<file path="src/rtl/priority_encoder.sv">
// ============================================================================
// Module   : priority_encoder
// Brief    : Registered N-to-$clog2(N) priority encoder. The most significant
//            set bit of A wins. The index and a valid flag are registered
//            on clk.
// Revision : 1.0 - initial release
// ============================================================================
`default_nettype none

module priority_encoder #(
  parameter  int N = 8,
  localparam int W = (N < 2) ? 1 : $clog2(N)
) (
  input  logic         clk,
  input  logic         rst_n,
  input  logic [N-1:0] A,
  output logic [W-1:0] O,
  output logic         valid
);

  logic [W-1:0] idx_d;
  logic         valid_d;
  logic [W-1:0] idx_q;
  logic         valid_q;

  // Ascending scan. Each later (higher) set bit overwrites the index, so the
  // MSB wins. An all-zero A leaves index 0 with valid low.
  always_comb begin
    idx_d   = '0;
    valid_d = 1'b0;
    for (int i = 0; i < N; i++) begin
      if (A[i]) begin
        idx_d   = W'(i);
        valid_d = 1'b1;
      end
    end
  end

  // Sample the encode result every cycle. Reset clears both outputs
  // immediately, without waiting for a clock edge.
  always_ff @(posedge clk or negedge rst_n) begin
    if (!rst_n) begin
      idx_q   <= '0;
      valid_q <= 1'b0;
    end else begin
      idx_q   <= idx_d;
      valid_q <= valid_d;
    end
  end

  assign O     = idx_q;
  assign valid = valid_q;

endmodule

`default_nettype wire

</file>
<file path="config.mk">
export PLATFORM = sky130hd
export DESIGN_NAME = priority_encoder
export DESIGN_NICKNAME = d
export VERILOG_FILES = /design/src/rtl/priority_encoder.sv
export SDC_FILE = /design/constraint.sdc
export NUM_CORES = 1
export LEC_CHECK = 0
export CAP_MARGIN = 20
export CELL_PAD_IN_SITES_DETAIL_PLACEMENT = 0
export CELL_PAD_IN_SITES_GLOBAL_PLACEMENT = 2
export CORE_AREA = 2 2 39 41
export CTS_BUF_LIST = sky130_fd_sc_hd__clkbuf_16
export DETAILED_ROUTE_END_ITERATION = 10
export DIE_AREA = 0 0 41 43
export PLACE_DENSITY_LB_ADDON = 0.25
export SYNTH_ARGS = -nofsm -noshare
export SYNTH_HDL_FRONTEND = slang
export SYNTH_SLANG_ARGS = --single-unit
</file>
<file path="constraint.sdc">
create_clock -name clk -period 0.8 [get_ports clk]
set_input_delay 0.16 -clock clk [delete_from_list [all_inputs] [get_ports clk]]
set_output_delay 0.16 -clock clk [all_outputs]
set_load 0.01 [all_outputs]
</file>
==> results_tabular.tex <==
\begin{tabular}{lr}
\hline
Metric & Value \\
\hline
\multicolumn{2}{l}{\textbf{Status}} \\
Status & complete, but fails checks \\
Failing checks & negative setup slack \\
\multicolumn{2}{l}{\textbf{Timing}} \\
Final clock period utilization by the worst path & 109\% \\
Post-layout minimum cycle time & between 0.8 and 0.9 ns \\
F\_max & between 1000 and 1500 MHz \\
Worst relative slew slack & between 80 and 90\% \\
Hold\_ws & 0.143 ns \\
Unrepaired setup endpoints after global routing & true \\
Final Hold Vio Count & 0 \\
Setup violations, final & 4 \\
Worst-case setup margin in the final layout & -0.0700 ns \\
Final Slew Violations & 0 \\
Actual slew at the worst max-slew pin & $\sim$0.22 ns \\
\multicolumn{2}{l}{\textbf{Global routing}} \\
Pin count of the biggest net entering global routing & 5 \\
Antenna violations before repair & 0 \\
GR Overflow Total & 0 \\
Overall routing resource usage & between 6 and 7\% \\
Met2 layer usage reported by global route & roughly 8.4\% \\
Vias in the first global route & 181 \\
First-pass GRT wire length & between 600 and 700 um \\
GRT busiest layer & met2 \\
Global routing usage on met1 & about 5.1\% \\
GR Layer Usage met3 & around 4.7\% \\
\multicolumn{2}{l}{\textbf{Detailed routing}} \\
Detailed Routing Iterations Pass 1 & 2 \\
Routed wirelength normalized by instance count & approximately 10 um \\
Total Routed Length & around 470 um \\
Number of nets with antenna violations after detailed routing & 0 \\
Number of DRC violations after detailed-routing iteration 0 & 2 \\
Total DRC errors in the routed layout & 0 \\
Average vias per placed instance & 3.83 \\
Via Count & 184 \\
\multicolumn{2}{l}{\textbf{Cells and area}} \\
Final \#Nets & 44 \\
Multi-input gate area in the final layout & slightly below 60 um2 \\
Final-layout fill cell count & about 150 \\
Diodes inserted & 0 \\
Layout cells sized above 1 & between 30\% and 40\% \\
Total non-filler cell area in the finished layout & $\sim$380 um2 \\
Area used by sequential logic in the layout & 100 um2 \\
Most frequent cells in the layout & dfrtp\_1, clkdlybuf4s50\_1, dlygate4sd2\_1, clkbuf\_16, buf\_2 \\
Non-filler instance count after layout & 48 \\
Area added between synthesis and finish & 138\% \\
\multicolumn{2}{l}{\textbf{Worst setup path}} \\
Standard cell with the maximum stage delay on the critical path & dfrtp\_1 \\
Worst Path Arrival & between 0.7 and 0.8 ns \\
Cell family with the largest share of critical-path delay & flip-flops \\
Slowest cell delay on critical path & 0.37 ns \\
Critical Path Start Type & register \\
Ordered list of cells on the worst path & buf\_6 \\
Type of destination of the critical path & output port \\
Number of buffers and inverters on the critical path & 1 \\
Critical path fanouts, max & 1 \\
Category of the critical setup timing path & reg2out \\
Required time of the critical path & between 0.6 and 0.7 ns \\
\multicolumn{2}{l}{\textbf{CTS}} \\
Htree depth & 1 \\
Number of buffers between clock root and the deepest sink & 2 \\
Root cell of the clock tree & clkbuf\_16 \\
Clock-pin slew on the worst setup and hold paths & about 0.03 ns \\
Clock sinks & 4 \\
Hold-fix buffer count after cts & 0 \\
Total setup buffers inserted after CTS & 0 \\
Num CTS Buffers & 3 \\
Clock tree from TritonCTS & done \\
\multicolumn{2}{l}{\textbf{Worst hold path}} \\
Tightest Hold Check Type & in2async \\
\multicolumn{2}{l}{\textbf{Synth}} \\
Average size of a mapped cell & 9.85 um2 \\
Number of instances in the synthesized netlist & 16 \\
Count of distinct cell types in the synthesized netlist & 8 \\
Seq/Total Area, Yosys & $\sim$63\% \\
Seq cells post-synth & 4 \\
Warnings, synthesis & 0 \\
Total standard cell area after synthesis & between 150 and 200 um2 \\
Post-synthesis net count & 26 \\
\multicolumn{2}{l}{\textbf{Die}} \\
I/O Pins & 14 \\
Die span in x & 41 um \\
Area of the die & 1760 um2 \\
Core Box Area & around 1400 um2 \\
Die Height & around 43 um \\
Effective utilization at floorplan & roughly 11\% \\
\# rows & 14 \\
\multicolumn{2}{l}{\textbf{Pwr}} \\
Static Leakage & about 0.16 nW \\
Total power divided by cell area & around 2800 nW/um2 \\
Overall power of the completed layout & 1.07 mW \\
Peak VDD IR & roughly 0.57 mV \\
\multicolumn{2}{l}{\textbf{Job}} \\
Max-cap violations & 0 \\
\multicolumn{2}{l}{\textbf{Placement}} \\
Final RePlAce weighted congestion & between 0.6 and 0.7 \\
Port Buffer Count & 13 \\
Post-Place Cells & 45 \\
Place WS & -0.297 ns \\
Total cell area at the placement stage & between 300 and 400 um2 \\
\hline
\end{tabular}
==> flip-flops by register name, indices dropped and copies added, names as in the netlist <==
signal	cells
O	3
valid	1
==> metrics by stage <==
stage          TNS, ns  util, %
2_1_floorplan        0        -
3_3_place_gp     -1.69     22.2
3_5_place_dp     -1.76     22.2
4_1_cts         -0.281     26.1
5_1_grt         -0.326     27.1
6_report        -0.247     27.1
==> path summary, 6_finish.rpt <==
path / startpoint / slack (ns) / cells past startpoint / to
setup / recovery: O[2] / -0.07 / 1 / O[2]
hold / removal: rst_n / 0.14 / 1 / O[1]
max in group asynchronous: rst_n / 0.49 / 1 / valid
min in group clk: A[4] / 0.22 / 2 / O[0]
==> cells in the mapped netlist (all sizes together) <==
| cell type | number | area (um2) |
|---|---|---|
| nand4 | 1 | 6.26 |
| dfrtp | 4 | 100 |
| inv | 1 | 3.75 |
| a21oi | 2 | 10.0 |
| nand2 | 1 | 3.75 |
| nor2 | 4 | 15.0 |
| clkinv | 1 | 3.75 |
| o31ai | 2 | 15.0 |
==> power by group <==
part	switching [mW]	total [mW]	internal, mW	leakage (nW)
logic	0.0362	0.0829	0.0467	0.0865
clock network	0.134	0.771	0.638	0.0370
registers	0.00195	0.213	0.212	0.0386
total	0.172	1.07	0.896	0.162
==> layer usage <==
| metal | part of all wire [%] | vias up | wire (um) |
|---|---|---|---|
| li1 | - | 86 | - |
| met1 | 31 | 86 | 147 |
| met2 | 52 | 12 | 244 |
| met3 | 16 | 0 | 75 |
| met4 | 0 | 0 | 0 |
| met5 | 0 | - | 0 |
==> layout make-up <==
cell class	instances	area share (%)
Clock buffer	3	20.0
Inverter	2	2.00
Multi-Input combinational cell	10	15.7
Sequential cell	4	26.7
Tap cell	16	5.33
Timing Repair Buffer	13	30.3
==> kinds of logic (layout without fill, tap and decap cells) <==
kind of cell,count (synthesis),count (layout),synth area share (%)
simple gates,6,6,15.9
buf+inv,2,18,4.76
compound gates,4,4,15.9
flops,4,4,63.5
==> what timing repair did <==
action,4_1_cts,5_1_grt
resized for setup,21,4
endpoints found under the setup margin,6,5
pin swaps,2,1
Power figures use the tool's default switching activity.
